--- src/rtl/spi_mem_master.sv ---
// rtl/spi_mem_master.sv - host-side sequencer for SPIwrap byte read/write transactions
module spi_mem_master #(
    parameter int ADDR_W      = 8,
    parameter int GAP_CYCLES  = 1,
    parameter int TURN_CYCLES = 2,
    parameter int ADDR_CACHE  = 0
) (
    input  logic              SCK,
    input  logic              rst_n,
    input  logic              req_valid,
    output logic              req_ready,
    input  logic              req_write,
    input  logic [ADDR_W-1:0] req_addr,
    input  logic [ADDR_W-1:0] req_wdata,
    output logic              rsp_valid,
    output logic [ADDR_W-1:0] rsp_rdata,
    output logic              busy,
    output logic              SS_n,
    output logic              MOSI,
    input  logic              MISO
);

    typedef enum logic [2:0] {
        S_IDLE,
        S_ADDR,
        S_GAP,
        S_DATA,
        S_TURN,
        S_SHIFT,
        S_END
    } state_t;

    localparam logic [3:0] FRM_LAST   = 4'(ADDR_W + 3);
    localparam logic [3:0] GAP_LAST   = 4'(GAP_CYCLES - 1);
    localparam logic [3:0] TURN_LAST  = 4'(TURN_CYCLES - 1);
    localparam logic [3:0] SHIFT_LAST = 4'(ADDR_W - 1);

    state_t              state, state_nxt;
    logic [3:0]          cnt, cnt_nxt;
    logic                wr_q;
    logic [ADDR_W-1:0]   addr_q, wdata_q, sh_q, rdata_nxt;
    logic [ADDR_W-1:0]   cache_addr;
    logic                cache_vld;
    logic                accept, hit;
    logic [ADDR_W+3:0]   afrm, dfrm;
    logic                ss_n_d, mosi_d, rsp_valid_d;

    assign accept = req_valid && req_ready;
    assign hit    = (ADDR_CACHE != 0) && cache_vld && (cache_addr == req_addr);

    // Frame word = start bit, 3-bit command, payload; shifted out MSB first.
    assign afrm = {1'b0, (wr_q ? 3'b000 : 3'b110), addr_q};
    assign dfrm = {1'b0, (wr_q ? 3'b001 : 3'b111), (wr_q ? wdata_q : {ADDR_W{1'b0}})};

    assign rdata_nxt = (state == S_SHIFT) ? {sh_q[ADDR_W-2:0], MISO} : sh_q;

    always_comb begin
        state_nxt = state;
        cnt_nxt   = cnt + 4'd1;
        case (state)
            S_IDLE: begin
                cnt_nxt = '0;
                if (accept) state_nxt = hit ? S_DATA : S_ADDR;
            end
            S_ADDR: if (cnt == FRM_LAST) begin
                state_nxt = S_GAP;
                cnt_nxt   = '0;
            end
            S_GAP: if (cnt == GAP_LAST) begin
                state_nxt = S_DATA;
                cnt_nxt   = '0;
            end
            S_DATA: if (cnt == FRM_LAST) begin
                state_nxt = wr_q ? S_END : S_TURN;
                cnt_nxt   = '0;
            end
            S_TURN: if (cnt == TURN_LAST) begin
                state_nxt = S_SHIFT;
                cnt_nxt   = '0;
            end
            S_SHIFT: if (cnt == SHIFT_LAST) begin
                state_nxt = S_END;
                cnt_nxt   = '0;
            end
            S_END: if (cnt == GAP_LAST) begin
                state_nxt = S_IDLE;
                cnt_nxt   = '0;
            end
            default: begin
                state_nxt = S_IDLE;
                cnt_nxt   = '0;
            end
        endcase

        // Outputs are decoded from the next state so every pin comes straight off a flop.
        ss_n_d = !(state_nxt inside {S_ADDR, S_DATA, S_TURN, S_SHIFT});
        mosi_d = 1'b0;
        if (state_nxt == S_ADDR)
            mosi_d = afrm[FRM_LAST - cnt_nxt];
        else if (state_nxt == S_DATA)
            mosi_d = dfrm[FRM_LAST - cnt_nxt];
        rsp_valid_d = (state_nxt == S_END) && (cnt_nxt == GAP_LAST);
    end

    always_ff @(posedge SCK or negedge rst_n) begin
        if (!rst_n) begin
            state      <= S_IDLE;
            cnt        <= '0;
            SS_n       <= 1'b1;
            MOSI       <= 1'b0;
            req_ready  <= 1'b1;
            busy       <= 1'b0;
            rsp_valid  <= 1'b0;
            rsp_rdata  <= '0;
            cache_vld  <= 1'b0;
            cache_addr <= '0;
            wr_q       <= 1'b0;
            addr_q     <= '0;
            wdata_q    <= '0;
            sh_q       <= '0;
        end else begin
            state     <= state_nxt;
            cnt       <= cnt_nxt;
            SS_n      <= ss_n_d;
            MOSI      <= mosi_d;
            req_ready <= (state_nxt == S_IDLE);
            busy      <= (state_nxt != S_IDLE);
            rsp_valid <= rsp_valid_d;
            if (accept) begin
                wr_q    <= req_write;
                addr_q  <= req_addr;
                wdata_q <= req_wdata;
            end
            if (state == S_ADDR && cnt == FRM_LAST) begin
                cache_vld  <= 1'b1;
                cache_addr <= addr_q;
            end
            sh_q <= rdata_nxt;
            // Publish only on completion so rsp_rdata holds across a read in flight.
            if (rsp_valid_d && !wr_q)
                rsp_rdata <= rdata_nxt;
        end
    end

endmodule

--- config.mk ---
export PLATFORM = sky130hd
export DESIGN_NAME = spi_mem_master
export DESIGN_NICKNAME = d
export VERILOG_FILES = /design/src/rtl/spi_mem_master.sv
export SDC_FILE = /design/constraint.sdc
export NUM_CORES = 1
export LEC_CHECK = 0
export CELL_PAD_IN_SITES_DETAIL_PLACEMENT = 0
export CELL_PAD_IN_SITES_GLOBAL_PLACEMENT = 1
export CORE_MARGIN = 2
export CORE_UTILIZATION = 39
export CTS_CLUSTER_DIAMETER = 150
export DETAILED_ROUTE_END_ITERATION = 10
export PLACE_DENSITY = 0.82
export SLEW_MARGIN = 10
export SYNTH_ARGS = -nofsm -noshare
export SYNTH_HDL_FRONTEND = slang
export SYNTH_SLANG_ARGS = --single-unit
--- constraint.sdc ---
create_clock -name SCK -period 3 [get_ports SCK]
set_clock_uncertainty 0.2 [all_clocks]
set_input_delay 0.75 -clock SCK [delete_from_list [all_inputs] [get_ports SCK]]
set_output_delay 0.75 -clock SCK [all_outputs]
set_load 0.01 [all_outputs]
Word level (Yosys, flattened, before mapping)

Index checks and enable logic that the tools add are counted.

Logic and storage cells: 66
Output and inout port bits: 13
Flip-flop bits (word level): 45
Input port bits: 21

$lt $le $gt $ge: 1
Reductions and logical operators: 13
$add $sub $neg: 2
Muxes and demuxes: 24
Eq/ne operators: 14

Operators with widths:

| cell                  | number |
|---|---|
| $mux W3               | 9 |
| $pmux W3 S7           | 1 |
| $eq A3 B3 Y1 const B  | 6 |
| $mux W4               | 4 |
| $mux W8               | 2 |
| $pmux W4 S4           | 1 |
| $eq A3 B2 Y1 const B  | 3 |
| $bmux W1 S4           | 2 |
| $logic_not A4 Y1      | 2 |
| $eq A3 B1 Y1 const B  | 2 |
| $logic_not A3 Y1      | 2 |
| $lt A4 B5 Y1 const B  | 1 |
| $add A4 B1 Y4 const B | 1 |
| $eq A4 B1 Y1 const B  | 1 |
| $eq A4 B3 Y1 const B  | 1 |
| $eq A4 B4 Y1 const B  | 1 |
| $mux W1               | 4 |
| $reduce_bool A4 Y1    | 1 |
| $reduce_or A2 Y1      | 2 |
| $sub A4 B4 Y4 const A | 1 |
| $logic_and A1 B1 Y1   | 3 |
| $reduce_bool A3 Y1    | 1 |
| $logic_not A1 Y1      | 2 |
| $mux W2               | 1 |

Longest topological paths before layout

Depth in word-level cells: 8
Depth in mapped cells: 12
Gate-level depth less buffers: 12

Least setup slack after synthesis

No wires, ideal clock.

Path kind: register to register
Start: register cnt[0]
End: register MOSI
Arrival time: 2.834 ns
Required time: 2.689 ns
Period minus slack after synthesis: 3.145 ns
Stages on the path, launching flop included: 12
Library setup time: 0.111 ns
Path buffers: 0
Slack: -0.145 ns
Path through: dfrtp_1 > inv_1 > ha_1 > nor3b_2 > o32ai_4 > nor2_1 > or2_2 > ha_1 > nand2b_1 > nor3_1 > a311o_1 > a2111oi_2

Longest elaborated chain between the ends: 8
Elaborated cells on any way between the ends: 26
Those cells by class: add/sub (2); eq/ne (5); mux (18); reduce/logical (1)

Ends and longest elaborated chain:

| item                                        | RTL line | RTL |
|---|---|---|
| start: declaration                          | 39       | `logic [3:0] cnt, cnt_nxt;` |
| start signal: assignment                    | 123      | `cnt <= cnt_nxt;` |
| $add A4 B1 Y4, or another cell as far along | 59       | `cnt_nxt = cnt + 4'd1;` |
| $mux W4 (on tied branches)                  | -        |  |
| $pmux W4 S4                                 | 60       | `case (state)` |
| $sub A4 B4 Y4                               | 99, 101  |  |
| $bmux W1 S4                                 | 101      | `mosi_d = dfrm[FRM_LAST - cnt_nxt];` |
| $mux W1 (implied by the code)               | 101      |  |
| $mux W1                                     | 100      | `else if (state_nxt == S_DATA)` |
| $mux W1 (*)                                 | 98       | `if (state_nxt == S_ADDR)` |
| via mosi_d                                  | 46       | `logic ss_n_d, mosi_d, rsp_valid_d;` |
| end signal: assignment                      | 125      | `MOSI <= mosi_d;` |
| end: declaration                            | 19       | `output logic MOSI,` |

The timed path passes the listed nets; every way through them passes the cells marked *. The select of a mux whose other input is x is not followed.
A chain may end at the register's enable or synchronous reset.

Worst setup path in the final report

Ends and elaborated chain as after synthesis.

==> impl_results.md <==
* Synth area leaders: dfrtp_1 46%, mux2_2 12%, mux2_4 5.2%, dfstp_2 2.3%, ha_1 2.2%
* DP Worst Slack at 31.9 ps
* Final period utilization at 0.971
* Clk network pwr share at 0.127
* WHS at 306 ps
* Final nets at 262
* Initial Utilization at 0.396
* Syn nets at 212
* Port bufs at 33
* VDD IR max at 561 uV
* Maximum root-to-sink buffer count at 2
* Residual DRC count at 0
* Post-Syn Instances at 187
* Final WL at 4840 um
* Area of the core at 0.00585 mm^2
* Max cap viols at 0
* Worst-path clk slew at 90 ps
* Initial antenna violation count at 0
* Vias at 1643
* Vias per cell at 5.25
* GRT Overall Usage at 0.156
* Number of synthesized flops with an enable pin at 0
* Crit end category: register
* Max-slew headroom at 0.420
* Required time of the critical path at 2990 ps
* Pwr/cell area at 985 mW/mm^2
* Critical path peak fanout at 7
* Routability Congestion at 0.866
* Final Max Slew Viols at 0
* Slew @ Worst Pin at 870 ps
* Comb pwr share at 0.548
* Vias in the first global route at 1659
* HP Class: register to register
* RR Startpoint: cnt[0]$_DFF_PN0_
* Yosys top cell area share at 0.464
* Sw Ratio at 0.391
* Cell Area, Synth at 0.00232 mm^2
* CTS Buf Count at 5
* Hold path startpoint: sh_q[7]$_DFF_PN0_
* Share of cells above drive strength 1 at 0.374
* First-pass GRT wire length at 7770 um
* Post-DP HPWL at 3510 um
* Clk sinks at 45
* Max Fclk at 0.343 GHz
* Fin util at 0.511
* Area growth syn-to-layout at 29.0%
* Root buffer cell: clkbuf_8
* Largest net degree at the start of global routing at 41
* DP Area at 0.00283 mm^2
* Sequential fraction of the synthesis area at 0.487
* Fin crit period at 2910 ps
* Std cell rows at 28
* P_int at 1.79 mW
* Final setup viols at 0
* Width of the die at 81.1 um
* IO Pins at 34
* Initial DRC Count at 48
* Final WS setup at 87.9 ps
* Flops & latches, synth at 45
* Design area at 0.00299 mm^2
* YS warnings at 0
* Synth Flop Type: dfrtp_1
* Leakage at 1.28 nW
* WP data arrival at 2900 ps
* Routed length per instance at 15.5 um
* DIE AREA at 0.00658 mm^2
* Worst setup SP type: register
* Most frequent cell after synthesis: dfrtp_1
* Library cells used by synthesis at 63
* Routed Antenna Nets at 0
* GRT overflow at 0
* Sequential power share at 0.325
* CP startpoint: cnt[0]$_DFF_PN0_
* WS Path Type: register to register
* N_diodes at 0
* Clk_lat worst skew at 300 ps
* Psw at 1.15 mW
* Hold Buf Count CTS at 0
* Syn avg cell area at 12.4 um^2
* Status: complete, no violations
* CTS tree: yes
* Chip height at 81.1 um
* H-tree depth at 2
* Synth top cells by count: 43 x dfrtp_1, 25 x mux2_2, 9 x inv_1
* Number of hold violations in the final report at 0
* Ys async rst share at 1.00
* Drt first pass iters at 4
* Yosys top cell by area: dfrtp_1
[final cells by class]
| type | count | area [um^2] |
|---|---|---|
| sequential | 45 | 1130 |
| multi-input combinational | 125 | 1170 |
| tap | 75 | 93.8 |
| timing repair buffer | 50 | 465 |
| clock buffer | 5 | 68.8 |
| inverter | 10 | 37.5 |
| fill | 520 | 2860 |
| clock inverter | 3 | 21.3 |
[sequential cells by signal, summed over array words and instances (netlist names)]
signal     flops
wdata_q        8
busy           1
rsp_rdata      8
MOSI           1
SS_n           1
rsp_valid      1
sh_q           8
addr_q         8
wr_q           1
cnt            4
req_ready      1
state          3
[worst paths after layout]
path | to | slack [ps] | cells past startpoint
worst min register to register | sh_q[7]$_DFF_PN0_ | 310 | 1
worst max register to register | MOSI$_DFF_PN0_ | 90 | 12
min in group asynchronous | rsp_rdata[6]$_DFFE_PN0P_ | 360 | 1
worst max-delay path | MOSI$_DFF_PN0_ | 90 | 12
max in group asynchronous | sh_q[2]$_DFF_PN0_ | 1620 | 2
worst min-delay path | sh_q[7]$_DFF_PN0_ | 310 | 1
[power groups by stage]
stage | registers (mW) | logic, mW | clock network (mW)
after floorplan | 0.930 | 1.01 | 0
after global placement | 0.953 | 1.40 | 0
after detailed placement | 0.959 | 1.42 | 0
after CTS | 0.945 | 1.43 | 0.385
after global routing | 0.983 | 1.75 | 0.416
final | 0.958 | 1.61 | 0.375
[logic make-up after synthesis]
group | count (synthesis) | share of synthesized area
and+or+nand+nor | 54 | 0.152
DFF | 45 | 0.487
muxes | 34 | 0.177
AOI/OAI and AO/OA | 31 | 0.116
buffers and inverters | 17 | 0.0388
adders and majority gates | 4 | 0.0216
xor gates and xnor gates | 2 | 0.00755
[through the flow]
stage | instances | total power [mW] | setup TNS [ps]
finish | 313 | 2.95 | 0
floorplan | 187 | 1.94 | 0
CTS | 311 | 2.76 | 0
global placement | 303 | 2.36 | 0
global route | 313 | 3.15 | -24.4
detailed placement | 303 | 2.38 | 0
[worst max-delay path, stage by stage (launching register included)]
cell	delay, ps
dfrtp_2	400
inv_1	50
ha_2	180
nor3b_4	160
o32ai_4	280
nor2_2	60
or2_4	250
ha_4	300
nand2b_4	130
and3_4	180
o41ai_2	60
o32a_2	230
a2111oi_4	340
[cell usage in the layout, fill, tap and decap left out, types with 2 or more instances in the layout]
cell type / count
dfstp_2: 2
nor3b_4: 2
o21ai_1: 2
mux2_4: 8
a31oi_1: 2
ha_2: 2
mux2_2: 25
a21oi_1: 6
buf_4: 16
dfrtp_1: 42
nand2_1: 4
o21ai_0: 2
nor2_1: 7
nor3_1: 5
o22ai_1: 2
a211oi_1: 2
inv_2: 2
inv_1: 8
clkdlybuf4s50_1: 32
nand3_1: 8
or3_1: 2
clkbuf_8: 5
[what timing repair did]
item	4_1_cts	5_1_grt
resized for setup	0	11
endpoints found under the setup margin	0	1
setup buffers	0	3
[metal layers]
metal | vias to the layer above | share of wire | track usage
met4 | 0 | 0.020 | 0.0542
met2 | 28 | 0.50 | 0.261
met5 | - | 0 | 0
met3 | 11 | 0.025 | 0.0333
met1 | 815 | 0.45 | 0.201
li1 | 789 | - | -
Power figures use the tool's default switching activity.
